===== src/rtl/fetch_stage.sv =====
// IF stage: owns the PC, addresses instruction memory and loads the IF/ID register.
// Optional static backward-taken/forward-not-taken prediction via `STATIC_BTFN_EN.
module fetch_stage #(
  parameter logic [15:0] RESET_PC   = 16'h0000,
  parameter logic [15:0] NOP_INSTR  = 16'h0000,
  parameter logic [3:0]  HLT_OPCODE = 4'hF,
  parameter logic [3:0]  BR_OPCODE  = 4'hC
) (
  input  logic        clk,
  input  logic        rst_n,
  input  logic        stall,
  input  logic        redirect,
  input  logic [15:0] redirect_pc,
  input  logic [15:0] im_instr,
  output logic [15:0] im_addr,
  output logic        im_rd_en,
  output logic [15:0] pc,
  output logic [15:0] if_id_instr,
  output logic [15:0] if_id_pc1,
  output logic        if_id_valid,
  output logic        if_id_pred_tkn,
  output logic        fetch_halted
);

  typedef enum logic [1:0] {S_BOOT, S_RUN, S_HALTED} state_t;

`ifdef STATIC_BTFN_EN
  localparam bit BTFN_ON = 1'b1;
`else
  localparam bit BTFN_ON = 1'b0;
`endif

  state_t      r_state, w_state_nx;
  logic [15:0] r_pc, w_pc_nx;
  logic [15:0] r_instr, w_instr_nx;
  logic [15:0] r_pc1, w_pc1_nx;
  logic        r_vld, w_vld_nx;
  logic        r_pred, w_pred_nx;

  logic [15:0] w_pc_inc, w_br_tgt, w_pc_seq;
  logic        w_is_hlt, w_pred;

  assign w_pc_inc = r_pc + 16'd1;
  assign w_br_tgt = w_pc_inc + {{7{im_instr[8]}}, im_instr[8:0]};
  assign w_is_hlt = (im_instr[15:12] == HLT_OPCODE);
  // Backward branches (negative imm9) are guessed taken; EX fixes any miss via redirect.
  assign w_pred   = BTFN_ON && (im_instr[15:12] == BR_OPCODE) && im_instr[8];
  assign w_pc_seq = w_pred ? w_br_tgt : w_pc_inc;

  always_comb begin
    w_state_nx = r_state;
    w_pc_nx    = r_pc;
    w_instr_nx = r_instr;
    w_pc1_nx   = r_pc1;
    w_vld_nx   = r_vld;
    w_pred_nx  = r_pred;
    if (redirect) begin
      w_state_nx = S_RUN;
      w_pc_nx    = redirect_pc;
      w_instr_nx = NOP_INSTR;
      w_pc1_nx   = 16'h0000;
      w_vld_nx   = 1'b0;
      w_pred_nx  = 1'b0;
    end else begin
      case (r_state)
        S_BOOT: begin
          w_state_nx = S_RUN;
          if (!stall) begin
            w_instr_nx = NOP_INSTR;
            w_pc1_nx   = 16'h0000;
            w_vld_nx   = 1'b0;
            w_pred_nx  = 1'b0;
          end
        end
        S_RUN: begin
          if (!stall) begin
            w_instr_nx = im_instr;
            w_pc1_nx   = w_pc_inc;
            w_vld_nx   = 1'b1;
            w_pred_nx  = w_pred;
            // A fetched HLT freezes pc at its own address.
            if (w_is_hlt) w_state_nx = S_HALTED;
            else          w_pc_nx    = w_pc_seq;
          end
        end
        S_HALTED: begin
          if (!stall) begin
            w_instr_nx = NOP_INSTR;
            w_pc1_nx   = 16'h0000;
            w_vld_nx   = 1'b0;
            w_pred_nx  = 1'b0;
          end
        end
        default: w_state_nx = S_BOOT;
      endcase
    end
  end

  always_ff @(posedge clk or negedge rst_n) begin
    if (!rst_n) begin
      r_state <= S_BOOT;
      r_pc    <= RESET_PC;
      r_instr <= NOP_INSTR;
      r_pc1   <= 16'h0000;
      r_vld   <= 1'b0;
      r_pred  <= 1'b0;
    end else begin
      r_state <= w_state_nx;
      r_pc    <= w_pc_nx;
      r_instr <= w_instr_nx;
      r_pc1   <= w_pc1_nx;
      r_vld   <= w_vld_nx;
      r_pred  <= w_pred_nx;
    end
  end

  assign im_addr        = r_pc;
  assign im_rd_en       = (r_state == S_RUN) && !stall;
  assign pc             = r_pc;
  assign if_id_instr    = r_instr;
  assign if_id_pc1      = r_pc1;
  assign if_id_valid    = r_vld;
  assign if_id_pred_tkn = r_pred;
  assign fetch_halted   = (r_state == S_HALTED);

endmodule


===== config.mk =====
export PLATFORM = sky130hd
export DESIGN_NAME = fetch_stage
export DESIGN_NICKNAME = d
export VERILOG_FILES = /design/src/rtl/fetch_stage.sv
export SDC_FILE = /design/constraint.sdc
export NUM_CORES = 1
export LEC_CHECK = 0
export ABC_CLOCK_PERIOD_IN_PS = 1800
export CORE_ASPECT_RATIO = 0.5
export CORE_MARGIN = 2
export CORE_UTILIZATION = 40
export CTS_BUF_LIST = sky130_fd_sc_hd__clkbuf_4
export DETAILED_ROUTE_END_ITERATION = 10
export HOLD_SLACK_MARGIN = 0.03
export PLACE_DENSITY = 0.87
export SETUP_SLACK_MARGIN = 0.1
export SLEW_MARGIN = 20
export SYNTH_ARGS = -nofsm -noshare
export SYNTH_HDL_FRONTEND = slang
export SYNTH_SLANG_ARGS = --single-unit

===== constraint.sdc =====
create_clock -name clk -period 1.8 [get_ports clk]
set_input_delay 0.36 -clock clk [delete_from_list [all_inputs] [get_ports clk]]
set_output_delay 0.36 -clock clk [all_outputs]
set_load 0.05 [all_outputs]

==> metrics.md <==
| Metric | Value |
|---|---|
| Buffers on Ports | `102` |
| N_diodes | `0` |
| Crit path to | `im_addr[9]` |
| Placed Area | `3548 µm²` |
| Largest cells by area after synthesis | `dfrtp_1 (50%), a22o_1 (5.9%), xnor2_1 (5.2%)` |
| Number of remaining DRC errors | `0` |
| Crit-path cells | `or3b_4 -> clkinv_8 -> buf_4 -> nand4_1 -> or3_1 -> a31oi_1` |
| Sequential area share after synthesis | `50.42%` |
| Final setup fails | `17` |
| Max-slew headroom | `51.97%` |
| Mean post-synth cell area | `10.00 µm²` |
| Rows | `20` |
| Clk sinks | `51` |
| Overflow after GRT | `0` |
| Antenna violations before repair | `0` |
| Met1 wire length | `3664 µm` |
| FF-to-FF path depth | `6` |
| Routability congestion estimate | `0.9315` |
| PnR worst setup slack | `-0.1815 ns` |
| Total power | `3.288 mW` |
| Area growth syn-to-layout | `56.40%` |
| Final wirelength | `8610 µm` |
| DR vias | `2565` |
| Synth area leader | `dfrtp_1` |
| Final #Nets | `415` |
| Crit path max-delay family | `simple AND/OR/NAND/NOR gates` |
| Met2 wire length | `4122 µm` |
| Fmax | `504.7 MHz` |
| Vias in the first global route | `2325` |
| Buffers & Inverters on Critical Path | `2` |
| Critical Path Source | `r_state[0]` |
| Detailed placement HPWL | `5299 µm` |
| Top cell type's share of synthesized area | `50.42%` |
| Worst-path fanout max | `4` |
| Max IR drop VDD | `0.2917 mV` |
| Reg2Reg Setup Slack | `-0.18 ns` |
| Clock transition at the registers of the reported paths | `0.17 ns` |
| Most frequent cells in the layout | `buf_4 (104), dfrtp_1 (37), nand2_1 (33), clkdlybuf4s50_1 (33), o21ai_0 (24)` |
| Vias per cell | `5.493` |
| RSZ-0062 raised after global routing | `yes` |
| Routed wl met3 | `603 µm` |
| Post-synth ARST share | `100.0%` |
| Initial DRC count | `284` |
| CP Class | `reg2reg` |
| Post-synthesis register bit count | `51` |
| Post-route cell area | `3959 µm²` |
| Die Height | `60.25 µm` |
| Crit path time final | `1.982 ns` |
| Share of post-route cells with drive strength above 1 | `40.37%` |
| CP arrival | `2.27 ns` |
| Clk buf depth | `2` |
| GRT Total Usage | `21.36%` |
| Pleak | `1.759 nW` |
| Clk_skew | `0.01980 ns` |
| Post-synth EDFFs | `0` |
| Initial Util | `41.63%` |
| Ys flop type | `dfrtp_1` |
| RR Startpoint | `r_state[0]` |
| Hold Path Class | `in2async` |
| Largest net degree at the start of global routing | `39` |
| PwrDens | `830.6 nW/µm²` |
| Failing checks | `setup timing` |
| Worst path required time | `2.09 ns` |
| H-tree levels | `2` |
| Worst slew pin tran | `0.7187 ns` |
| Mapped Cells | `253` |
| Die area | `7019 µm²` |
| Crit path launch type | `register` |
| Std-Cell Core Area | `6081 µm²` |
| Period utilization | `110.1%` |
| Commonest non-fill, non-tap cell in the layout | `buf_4` |
| Post-layout util | `65.10%` |
| Crit path depth | `6` |
| # IOs | `104` |
| MaxCap Viol Count | `0` |
| Top layer used by detailed routing | `met4` |
| Hold Vio Cnt, Final | `0` |
| ANT nets after route | `0` |
| CTS buffer count | `5` |
| Syn Nets | `290` |
| Worst skew pair latency | `0.38 ns` |
| Max Slew Vio Count | `0` |
| First-pass GRT wire length | `11610 µm` |
| Synthesized area | `2531 µm²` |
| Setup_tns | `-1.449 ns` |
| Wirelength per Cell | `18.44 µm` |
| Slowest stage delay, CP | `0.45 ns` |
| Yosys warns | `0` |
| Crit path capture type | `register` |
| CTS tree | `built` |
| Reg-to-reg critical path endpoint | `im_addr[9]` |
| Status | `finished, violations left` |
| DRT Pass-1 Iters | `7` |
| CTS Root Cell | `clkbuf_4` |
| Distinct cell type count of the synthesized netlist | `42` |
| Die extent in x | `116.5 µm` |
| Slowest cell on crit path | `dfrtp_1` |
-- cell type report --
| class | count | area (µm²) |
|---|---|---|
| clock inverter | 3 | 47.55 |
| multi-input combinational | 168 | 1154 |
| clock buffer | 5 | 37.54 |
| tap | 88 | 110.1 |
| sequential | 51 | 1294 |
| timing repair buffer | 148 | 1289 |
| inverter | 4 | 27.53 |
| fill | 417 | 2122 |
-- registers in the layout (all words and copies together) (netlist names) --
register,count
r_state,2
if_id_pc1,16
if_id_instr,16
if_id_valid,1
im_addr,16
-- cells in the mapped netlist (2+ instances only) --
cell and number:
nand2_1 33, nor4_1 5, xor2_1 6, buf_4 17, nor3_1 7, buf_2 3
inv_1 2, a22oi_1 2, xnor2_1 15, a31oi_1 4, or3b_1 3, buf_1 2
o21ai_0 25, o41ai_1 2, mux2i_1 3, nand4_1 6, clkbuf_1 6, dfrtp_1 51
a21oi_1 2, nand3_1 7, or4_1 2, nor2_1 11, and4_1 3, a22o_1 17
o31a_1 2
-- repair_timing --
| item | in CTS | in global routing |
|---|---|---|
| cloned | 1 | 0 |
| hold buffers | 1 | 0 |
| setup buffers | 5 | 19 |
| pin swaps | 10 | 5 |
| hold endpoints to repair | 13 | 0 |
| gates resized for setup | 16 | 10 |
| setup endpoints to repair | 45 | 33 |
-- power breakdown --
group          internal [mW]  switching [mW]
Sequential              1.24           0.104
Clock                  0.301           0.410
Combinational          0.439           0.792
Total                   1.98            1.31
-- kinds of logic (layout without fill, tap and decap cells) --
group	after synthesis	in the layout	share of synthesized area [%]
AO/OA/AOI/OAI	56	56	14.78
XOR/XNOR	21	21	7.267
adder cells (fa/ha/maj)	1	1	0.4942
buffers and inverters	34	160	8.106
flip-flops	51	51	50.42
multiplexers	3	3	1.186
other	1	1	0.1482
AND/OR/NAND/NOR	86	86	17.60
-- worst min-delay path by stage --
stage                     startpoint              to  slack [ns]  cells past startpoint
after floorplan                rst_n  if_id_instr[0]        0.06                      0
after global placement         rst_n      r_state[1]        0.28                      1
after detailed placement       rst_n      im_addr[3]        0.28                      1
after CTS                      rst_n     im_addr[12]        0.40                      2
after global routing           rst_n      r_state[1]        0.41                      2
final                          rst_n      r_state[1]        0.40                      2
-- routing by layer --
metal | up-vias | track usage [%]
met5 | - | 0
met1 | 1241 | 28.43
met3 | 32 | 4.057
met2 | 158 | 37.04
met4 | 0 | 4.252
li1 | 1134 | -
-- stage by stage --
stage	worst slack (ns)	hold slack (ns)	cells
floorplan	-0.2054	0.06441	253
global placement	-0.4586	0.2841	434
detailed placement	-0.5187	0.2827	434
CTS	-0.08985	0.3975	449
global route	-0.1634	0.4146	467
finish	-0.1815	0.3976	467
(Power assumes the default switching activity.)
